<file path="src/rtl/pkt_comm_pkg.sv">
`default_nettype none
// ============================================================================
// Module      : pkt_comm_pkg
// Description : Shared definitions for the pkt_comm input path: packet type
//               codes, frame geometry, status bit positions, and dispatcher
//               FSM state encoding.
// Revision    : 1.0 - initial release
// ============================================================================
package pkt_comm_pkg;

    // Packet type codes (sink index = type - 1)
    localparam int PKT_TYPE_WORD_LIST  = 1;
    localparam int PKT_TYPE_WORD_GEN   = 2;
    localparam int PKT_TYPE_CMP_CONFIG = 3;

    // Frame geometry, bytes
    localparam int PKT_HDR_LEN  = 10;
    localparam int PKT_CSUM_LEN = 4;

    // pkt_comm_status bit positions
    localparam int ST_BIT_VER       = 0;
    localparam int ST_BIT_TYPE      = 1;
    localparam int ST_BIT_LEN       = 2;
    localparam int ST_BIT_HDR_CSUM  = 3;
    localparam int ST_BIT_BODY_CSUM = 4;

    // Dispatcher FSM states
    typedef enum logic [2:0] {
        ST_HDR       = 3'd0,
        ST_HDR_CSUM  = 3'd1,
        ST_BODY      = 3'd2,
        ST_BODY_CSUM = 3'd3,
        ST_ERROR     = 3'd4
    } pkt_state_e;

endpackage
`default_nettype wire

</file>
<file path="src/rtl/pkt_comm_dispatch_checksum.sv">
`default_nettype none
// ============================================================================
// Module      : pkt_checksum32
// Description : Byte-serial accumulator of 32-bit little-endian words.
//               i_add shifts a byte into the current word; a full word is
//               added to the running sum. i_flush adds a partial (zero-padded)
//               word. i_clear restarts the accumulation. o_sum is the raw
//               sum; the caller inverts it for comparison.
//               Built only when PKT_COMM_CHECKSUM_EN is defined.
// Revision    : 1.0 - initial release
// ============================================================================
`ifdef PKT_COMM_CHECKSUM_EN
module pkt_checksum32 (
    input  logic        clk,
    input  logic        rst_n,
    input  logic        i_clear,
    input  logic        i_add,
    input  logic        i_flush,
    input  logic [7:0]  i_byte,
    output logic [31:0] o_sum
);

    logic [31:0] r_sum;
    logic [31:0] r_word;
    logic [1:0]  r_pos;
    logic [31:0] w_word_nxt;

    // Merge the incoming byte into its little-endian lane of the current word
    always_comb begin
        w_word_nxt = r_word;
        case (r_pos)
            2'd0:    w_word_nxt[7:0]   = i_byte;
            2'd1:    w_word_nxt[15:8]  = i_byte;
            2'd2:    w_word_nxt[23:16] = i_byte;
            default: w_word_nxt[31:24] = i_byte;
        endcase
    end

    // Word assembly and running sum; clear wins over add and flush
    always_ff @(posedge clk or negedge rst_n) begin
        if (!rst_n) begin
            r_sum  <= 32'd0;
            r_word <= 32'd0;
            r_pos  <= 2'd0;
        end else if (i_clear) begin
            r_sum  <= 32'd0;
            r_word <= 32'd0;
            r_pos  <= 2'd0;
        end else if (i_add) begin
            if (r_pos == 2'd3) begin
                r_sum  <= r_sum + w_word_nxt;
                r_word <= 32'd0;
                r_pos  <= 2'd0;
            end else begin
                r_word <= w_word_nxt;
                r_pos  <= r_pos + 2'd1;
            end
        end else if (i_flush) begin
            r_sum  <= r_sum + r_word;
            r_word <= 32'd0;
            r_pos  <= 2'd0;
        end
    end

    assign o_sum = r_sum;

endmodule
`endif
`default_nettype wire

</file>
<file path="src/rtl/pkt_comm_dispatch.sv">
`default_nettype none
// ============================================================================
// Module      : pkt_comm_dispatch
// Description : Front-end controller of the pkt_comm input path. Parses and
//               validates packet headers from a FWFT byte FIFO and routes
//               body bytes to one of PKT_MAX_TYPE sinks with per-sink flow
//               control. Sticky error status is reported to the host.
//               Optional macro PKT_COMM_CHECKSUM_EN enables header and body
//               checksum verification (otherwise checksum bytes are skipped).
// Revision    : 1.0 - initial release
// ============================================================================
module pkt_comm_dispatch
    import pkt_comm_pkg::*;
#(
    parameter int PKT_VERSION  = 2,
    parameter int PKT_MAX_TYPE = 3,
    parameter int PKT_MAX_LEN  = 65536
) (
    input  logic                    CLK,
    input  logic                    RST_N,
    input  logic [7:0]              din,
    input  logic                    empty,
    output logic                    rd_en,
    output logic [7:0]              dout,
    output logic [PKT_MAX_TYPE-1:0] wr_en,
    input  logic [PKT_MAX_TYPE-1:0] full,
    output logic                    pkt_start,
    output logic [7:0]              pkt_type,
    output logic [15:0]             pkt_id,
    output logic [23:0]             pkt_len,
    output logic                    pkt_end,
    output logic                    pkt_bad,
    output logic [7:0]              pkt_comm_status,
    output logic                    error
);

    pkt_state_e              r_state;
    logic [23:0]             r_cnt;
    logic [7:0]              r_hdr_ver;
    logic [7:0]              r_hdr_type;
    logic [23:0]             r_hdr_len;
    logic [7:0]              r_hdr_id0;
    logic [7:0]              r_hdr_id1;
    logic [PKT_MAX_TYPE-1:0] r_sel;

    logic [7:0]              r_dout;
    logic [PKT_MAX_TYPE-1:0] r_wr_en;
    logic                    r_pkt_start;
    logic [7:0]              r_pkt_type;
    logic [15:0]             r_pkt_id;
    logic [23:0]             r_pkt_len;
    logic                    r_pkt_end;
    logic                    r_pkt_bad;
    logic [7:0]              r_status;
    logic                    r_error;

    logic                    w_rd;
    logic                    w_full_sel;
    logic                    w_hdr_last;
    logic                    w_csum_last;
    logic                    w_body_last;
    logic                    w_ver_bad;
    logic                    w_type_bad;
    logic                    w_len_bad;
    logic                    w_hdr_csum_ok;
    logic                    w_body_csum_ok;
    logic [PKT_MAX_TYPE-1:0] w_hdr_sel;

    // One-hot sink select decoded from the header type byte
    for (genvar g = 0; g < PKT_MAX_TYPE; g++) begin : g_sel
        assign w_hdr_sel[g] = (r_hdr_type == 8'(g + 1));
    end

    assign w_full_sel  = |(full & r_sel);
    assign w_hdr_last  = (r_cnt == 24'(PKT_HDR_LEN - 1));
    assign w_csum_last = (r_cnt == 24'(PKT_CSUM_LEN - 1));
    assign w_body_last = (r_cnt == (r_pkt_len - 24'd1));

    // Header field checks, evaluated while the final header byte is read
    assign w_ver_bad  = (r_hdr_ver != 8'(PKT_VERSION));
    assign w_type_bad = (r_hdr_type < 8'(PKT_TYPE_WORD_LIST)) ||
                        (r_hdr_type > 8'(PKT_MAX_TYPE));
    assign w_len_bad  = (r_hdr_len == 24'd0) ||
                        (r_hdr_len > 24'(PKT_MAX_LEN));

    // FIFO pop: body reads also wait on the selected sink; nothing while in reset or ERROR
    always_comb begin
        w_rd = 1'b0;
        if (RST_N) begin
            case (r_state)
                ST_HDR, ST_HDR_CSUM, ST_BODY_CSUM: w_rd = !empty;
                ST_BODY:                           w_rd = !empty && !w_full_sel;
                default:                           w_rd = 1'b0;
            endcase
        end
    end

`ifdef PKT_COMM_CHECKSUM_EN
    logic [23:0] r_csum_b;
    logic [31:0] w_sum;
    logic        w_in_csum;
    logic        w_ck_add;
    logic        w_ck_flush;
    logic        w_ck_clear;

    assign w_in_csum  = (r_state == ST_HDR_CSUM) || (r_state == ST_BODY_CSUM);
    assign w_ck_add   = w_rd && ((r_state == ST_HDR) || (r_state == ST_BODY));
    // Pad out the trailing partial word as soon as the first checksum byte arrives
    assign w_ck_flush = w_rd && w_in_csum && (r_cnt == 24'd0);
    // Restart after each checksum field so header and body sums are independent
    assign w_ck_clear = w_rd && w_in_csum && w_csum_last;

    pkt_checksum32 u_csum (
        .clk     (CLK),
        .rst_n   (RST_N),
        .i_clear (w_ck_clear),
        .i_add   (w_ck_add),
        .i_flush (w_ck_flush),
        .i_byte  (din),
        .o_sum   (w_sum)
    );

    // Hold the first three received checksum bytes; the fourth is live on din
    always_ff @(posedge CLK or negedge RST_N) begin
        if (!RST_N) begin
            r_csum_b <= 24'd0;
        end else if (w_rd && w_in_csum) begin
            case (r_cnt[1:0])
                2'd0:    r_csum_b[7:0]   <= din;
                2'd1:    r_csum_b[15:8]  <= din;
                2'd2:    r_csum_b[23:16] <= din;
                default: r_csum_b        <= r_csum_b;
            endcase
        end
    end

    assign w_hdr_csum_ok  = ((~w_sum) == {din, r_csum_b});
    assign w_body_csum_ok = ((~w_sum) == {din, r_csum_b});
`else
    assign w_hdr_csum_ok  = 1'b1;
    assign w_body_csum_ok = 1'b1;
`endif

    // Main parser FSM with registered sink write path, pulses and sticky status
    always_ff @(posedge CLK or negedge RST_N) begin
        if (!RST_N) begin
            r_state     <= ST_HDR;
            r_cnt       <= 24'd0;
            r_hdr_ver   <= 8'd0;
            r_hdr_type  <= 8'd0;
            r_hdr_len   <= 24'd0;
            r_hdr_id0   <= 8'd0;
            r_hdr_id1   <= 8'd0;
            r_sel       <= '0;
            r_dout      <= 8'd0;
            r_wr_en     <= '0;
            r_pkt_start <= 1'b0;
            r_pkt_type  <= 8'd0;
            r_pkt_id    <= 16'd0;
            r_pkt_len   <= 24'd0;
            r_pkt_end   <= 1'b0;
            r_pkt_bad   <= 1'b0;
            r_status    <= 8'd0;
            r_error     <= 1'b0;
        end else begin
            r_wr_en     <= '0;
            r_pkt_start <= 1'b0;
            r_pkt_end   <= 1'b0;
            r_pkt_bad   <= 1'b0;
            case (r_state)
                ST_HDR: begin
                    if (w_rd) begin
                        case (r_cnt[3:0])
                            4'd0:    r_hdr_ver        <= din;
                            4'd1:    r_hdr_type       <= din;
                            4'd4:    r_hdr_len[7:0]   <= din;
                            4'd5:    r_hdr_len[15:8]  <= din;
                            4'd6:    r_hdr_len[23:16] <= din;
                            4'd8:    r_hdr_id0        <= din;
                            4'd9:    r_hdr_id1        <= din;
                            default: r_hdr_id1        <= r_hdr_id1;
                        endcase
                        if (w_hdr_last) begin
                            r_cnt <= 24'd0;
                            r_status[ST_BIT_VER]  <= r_status[ST_BIT_VER]  | w_ver_bad;
                            r_status[ST_BIT_TYPE] <= r_status[ST_BIT_TYPE] | w_type_bad;
                            r_status[ST_BIT_LEN]  <= r_status[ST_BIT_LEN]  | w_len_bad;
                            if (w_ver_bad || w_type_bad || w_len_bad) begin
                                r_state <= ST_ERROR;
                                r_error <= 1'b1;
                            end else begin
                                r_state <= ST_HDR_CSUM;
                            end
                        end else begin
                            r_cnt <= r_cnt + 24'd1;
                        end
                    end
                end
                ST_HDR_CSUM: begin
                    if (w_rd) begin
                        if (w_csum_last) begin
                            r_cnt <= 24'd0;
                            if (!w_hdr_csum_ok) begin
                                r_status[ST_BIT_HDR_CSUM] <= 1'b1;
                                r_state <= ST_ERROR;
                                r_error <= 1'b1;
                            end else begin
                                r_pkt_type  <= r_hdr_type;
                                r_pkt_id    <= {r_hdr_id1, r_hdr_id0};
                                r_pkt_len   <= r_hdr_len;
                                r_sel       <= w_hdr_sel;
                                r_pkt_start <= 1'b1;
                                r_state     <= ST_BODY;
                            end
                        end else begin
                            r_cnt <= r_cnt + 24'd1;
                        end
                    end
                end
                ST_BODY: begin
                    if (w_rd) begin
                        r_wr_en <= r_sel;
                        r_dout  <= din;
                        if (w_body_last) begin
                            r_cnt   <= 24'd0;
                            r_state <= ST_BODY_CSUM;
                        end else begin
                            r_cnt <= r_cnt + 24'd1;
                        end
                    end
                end
                ST_BODY_CSUM: begin
                    if (w_rd) begin
                        if (w_csum_last) begin
                            r_cnt     <= 24'd0;
                            r_pkt_end <= 1'b1;
                            r_state   <= ST_HDR;
                            if (!w_body_csum_ok) begin
                                r_pkt_bad <= 1'b1;
                                r_status[ST_BIT_BODY_CSUM] <= 1'b1;
                            end
                        end else begin
                            r_cnt <= r_cnt + 24'd1;
                        end
                    end
                end
                ST_ERROR: begin
                    r_state <= ST_ERROR;
                end
                default: begin
                    r_state <= ST_ERROR;
                    r_error <= 1'b1;
                end
            endcase
        end
    end

    assign rd_en           = w_rd;
    assign dout            = r_dout;
    assign wr_en           = r_wr_en;
    assign pkt_start       = r_pkt_start;
    assign pkt_type        = r_pkt_type;
    assign pkt_id          = r_pkt_id;
    assign pkt_len         = r_pkt_len;
    assign pkt_end         = r_pkt_end;
    assign pkt_bad         = r_pkt_bad;
    assign pkt_comm_status = r_status;
    assign error           = r_error;

endmodule
`default_nettype wire

</file>
<file path="config.mk">
export PLATFORM = sky130hd
export DESIGN_NAME = pkt_comm_dispatch
export DESIGN_NICKNAME = d
export VERILOG_FILES = /design/src/rtl/pkt_comm_pkg.sv /design/src/rtl/pkt_comm_dispatch_checksum.sv /design/src/rtl/pkt_comm_dispatch.sv
export SDC_FILE = /design/constraint.sdc
export NUM_CORES = 1
export LEC_CHECK = 0
export ABC_AREA = 1
export BUFFER_PORTS_ARGS = -buffer_cell sky130_fd_sc_hd__buf_2
export CAP_MARGIN = 20
export CORE_ASPECT_RATIO = 1.4
export CORE_MARGIN = 2
export CORE_UTILIZATION = 55
export DETAILED_ROUTE_END_ITERATION = 16
export PLACE_DENSITY = 0.82
export SYNTH_ARGS = -nofsm -noshare
export SYNTH_HDL_FRONTEND = slang
export SYNTH_HIERARCHICAL = 1
export SYNTH_SLANG_ARGS = --single-unit
</file>
<file path="constraint.sdc">
create_clock -name CLK -period 4.9 [get_ports CLK]
set_input_delay 1.47 -clock CLK [delete_from_list [all_inputs] [get_ports CLK]]
set_output_delay 1.47 -clock CLK [all_outputs]
set_load 0.005 [all_outputs]
</file>
# == After elaboration in Yosys (flattened, before gate mapping) ==
# Index checks and enable logic that the tools add are counted.
# Widths: inputs -> output; s select.
# classes
n_reduce_logical,28
n_mux,29
add_sub_neg,2
eq_ne,27
n_lt_le_gt_ge,3
bitwise,5
# ops
operator,count
$mux 24,6
$pmux 24 s3,1
$mux 3,11
$reduce_and 3->1,9
$add 24x1->24 const B,1
$eq 24x2->1 const B,1
$eq 24x24->1,1
$eq 24x4->1 const B,1
$gt 24x17->1 const B,1
$logic_not 24->1,1
$sub 24x1->24 const B,1
$ne 2x2->1 const B,9
$eq 8x2->1 const B,2
$eq 4x3->1 const B,3
$pmux 3 s4,1
$eq 4x4->1 const B,2
$eq 8x1->1 const B,1
$gt 8x2->1 const B,1
$lt 8x1->1 const B,1
$mux 1,8
$ne 8x2->1 const B,1
$reduce_and 4->1,2
$reduce_and 8->1,1
$eq 3x2->1 const B,2
other kinds (18),26
# word_totals
word_cells,113
inputBits,14
output_inout_bits,72
register_bits,151

# == Longest topological paths before layout ==
# logic_depth
ltp_word,8
depth_mapped,18
ltp_nobuf,17

# == Worst setup path after synthesis ==
# OpenSTA, ideal clock, no wires.
# synth_timing
kind,input to output
from,input full[2]
to,output rd_en
path_stages,6
t_arrival_ps,2229
path_slack_ps,1201
t_required_ps,3430
n_path_buf,1
cell_sequence,nand2_1 -> nand3_1 -> nand3_1 -> nand3_2 -> inv_2 -> clkbuf_1
# synth_between
elab_chain_len,6
# synth_rtl
element,line_no,source
"start, declared",pkt_comm_dispatch.sv:26,"input logic [PKT_MAX_TYPE-1:0] full,"
$and 3x3->3,pkt_comm_dispatch.sv:74,assign w_full_sel = |(full & r_sel);
$reduce_or 3->1,pkt_comm_dispatch.sv:74,
$logic_not 1->1,pkt_comm_dispatch.sv:92,ST_BODY: w_rd = !empty && !w_full_sel;
$logic_and 1x1->1,pkt_comm_dispatch.sv:92,
$pmux 1 s2,pkt_comm_dispatch.sv:90,case (r_state)
$mux 1,pkt_comm_dispatch.sv:89,if (RST_N) begin
"end, declared",pkt_comm_dispatch.sv:23,"output logic rd_en,"
# No other way between the ends.

# == Worst setup path in the final report ==
# layout_timing
from,input full[0]
to,output rd_en
# Same word-level chain as after synthesis.

==> results.py <==
metrics = {
    "worst_setup_path": {
        "critPathLaunchType": "input port",
        "path_max_fanout": 2,
        "reg2reg_slack_ns": 2.25,
        "arrival_ns": 2.19,
        "worstSetupPathType": "in -> out",
        "crit_required_ns": 3.43,
        "endpoint_kind": "primary output",
    },
    "clock_tree": {
        "ctsResizeCount": 0,
        "post_cts_buffers": 0,
        "cts.sinks": 151,
        "cts.htree.levels": 4,
        "hold_buffers": 0,
        "clk_latency_ns": 0.42,
        "cts_made_buffers": 17,
        "cts_root_buf": "clkbuf_16",
        "cts_tree": "done",
        "clk_pin_slew_worst_paths_ns": 0.06,
        "cts_buffer_depth": 2,
    },
    "synth": {
        "yosysUniqueCellTypes": 43,
        "synth_area_leader_cell": "dfrtp_1",
        "seq_area_frac_synth_pct": 47.6,
        "synth_edf_count": 0,
        "synthesis.area_um2": 7940,
        "synth_warnings": 12,
        "synth_seq_cells": 151,
        "synth_flop_cell": "dfrtp_1",
        "yosysTopAreaCellShare_pct": 47.6,
        "yosys-top-cells-area": "dfrtp_1, nand2_1, inv_1",
        "synth_cells": 1014,
        "avgSynthCellArea_um2": 7.83,
        "async_flop_share_pct": 100,
    },
    "drt": {
        "via_per_inst": 5.27,
        "dr.pass1.iters": 7,
        "vias": 6772,
        "wl_per_cell_um": 15.2,
        "ant_nets": 0,
        "drc": 0,
        "wl_um": 19500,
        "drt-initial-drc-count": 445,
    },
    "cells_and_area": {
        "final_cell_mix": "nand2_1, dfrtp_1, inv_1",
        "mostFrequentLayoutCell": "nand2_1",
        "nets": 1101,
        "n_antenna_cell": 0,
        "drive_gt1_share_pct": 14.4,
        "syn_to_final_growth_pct": 12.9,
        "post-route-util_pct": 62.6,
        "stdcell_count": 1284,
    },
    "grt": {
        "grt_overflow": 0,
        "grtUsageTotal_pct": 26.1,
        "grt_max_degree": 80,
        "grt_pass1_wl_um": 31900,
        "grt_pass1_vias": 6484,
        "antenna_found_initial": 0,
    },
    "sta": {
        "hold_viol": 0,
        "rsz0062_at_grt": "no",
        "worstMarginPinSlew_ns": 1.01,
        "period_share_pct": 74.6,
        "fin_crit_ns": 3.66,
        "max_freq_mhz": 274,
        "drv_slew": 0,
        "setup-violations-final": 0,
        "clock_skew_ns": 0.00777,
        "tns_ns": 0,
        "max_slew_margin_pct": 32.9,
        "hold_slack_ns": 0.458,
    },
    "placed_design": {
        "dp_hpwl_um": 14200,
        "place_inst": 1252,
        "port_buffers": 79,
        "place_congestion": 0.955,
    },
    "pwr": {
        "p_sw_share_pct": 23.9,
        "p_int_uw": 2030,
        "power.density_nw_per_um2": 297,
        "combPwrFrac_pct": 4.6,
        "seqPwrFrac_pct": 48.2,
        "peakVddDrop_mv": 0.210,
        "leakage_uw": 0.00477,
        "power.switching_uw": 635,
        "power_frac_clock_pct": 47.2,
        "power_uw": 2660,
    },
    "floorplanning": {
        "die_x_um": 106,
        "start_util_pct": 55.5,
        "die_h_um": 146,
        "die_area_um2": 15400,
        "core-area_um2": 14300,
        "row_count": 52,
        "io_pins": 86,
    },
    "flow_run": {
        "drv_cap": 0,
    },
    "status": {
        "status": "completed",
    },
    "min_path": {
        "hp-class": "reg -> reg",
    },
}
[stage by stage]
stage | worst slack [ns] | instance area (µm²)
final | 1.24 | 8970
after global routing | 1.20 | 8970
after CTS | 1.24 | 8970
after detailed placement | 1.24 | 8400
after global placement | 1.27 | 8400
after floorplan | 1.20 | 7960
[worst paths after layout]
kind,to,cells after the start,start
max,rd_en,7,full[0]
min,error,2,error
max reg2reg,r_cnt[15],15,pkt_len[0]
min reg2reg,error,2,error
max in group asynchronous,pkt_len[16],3,RST_N
min in group asynchronous,r_state[1],2,RST_N
[synthesized netlist by cell type, types with 16 or more instances]
cell,n
nand2_1,277
dfrtp_1,151
inv_1,139
nor2_1,92
o21ai_0,74
nand3_1,59
a21oi_1,29
xor2_1,23
nand4_1,20
xnor2_1,17
clkbuf_1,16
[registers in the layout, summed over array words and instances, names as in the netlist, 3 cells and up]
register         count
pkt_id              16
dout                 8
r_cnt               24
r_hdr_ver            8
r_sel                3
r_hdr_id0            8
pkt_len             24
pkt_type             8
r_hdr_len           24
r_hdr_type           8
r_hdr_id1            8
pkt_comm_status      3
wr_en                3
r_state              3
[power by group through the flow]
stage | Combinational, µW | Clock (µW) | Sequential (µW)
4_1_cts | 124 | 1270 | 1280
5_1_grt | 140 | 1320 | 1280
6_report | 122 | 1260 | 1280
3_3_place_gp | 121 | 0 | 1300
2_1_floorplan | 60.8 | 0 | 1300
3_5_place_dp | 124 | 0 | 1300
[worst max-delay path, stage by stage]
cell     delay, ns
buf_2         0.10
nand2_1       0.05
nand3_1       0.12
nand3_1       0.10
nand3_2       0.14
inv_2         0.09
buf_2         0.11
[cell type report]
class                           instances  area [µm²]
Inverter                              141         529
Clock inverter                         11         115
Sequential cell                       151        3780
Clock buffer                           21         450
Multi-Input combinational cell        687        3420
Tap cell                              189         236
Timing Repair Buffer                   84         439
Fill cell                            1248        5350
[kinds of logic (layout without fill, tap and decap cells)]
| kind of cell | after synthesis | count (layout) | share of synthesized area, % |
|---|---|---|---|
| xor+xnor | 40 | 40 | 4.41 |
| fa+ha+maj | 5 | 5 | 0.788 |
| flops | 151 | 151 | 47.6 |
| simple gates | 514 | 514 | 29.3 |
| buf+inv | 181 | 257 | 9.65 |
| other cells | 1 | 6 | 0.0472 |
| mux | 1 | 1 | 0.126 |
| compound gates | 121 | 121 | 8.10 |
[routing by layer]
metal	global-route usage (%)	up-vias	wire length, µm
met5	0	-	0
met4	9.93	0	684
met3	4.82	45	810
met2	46.3	200	10300
met1	31.3	3211	7730
li1	-	3316	-
No activity file was read; power rests on OpenSTA's default activity.
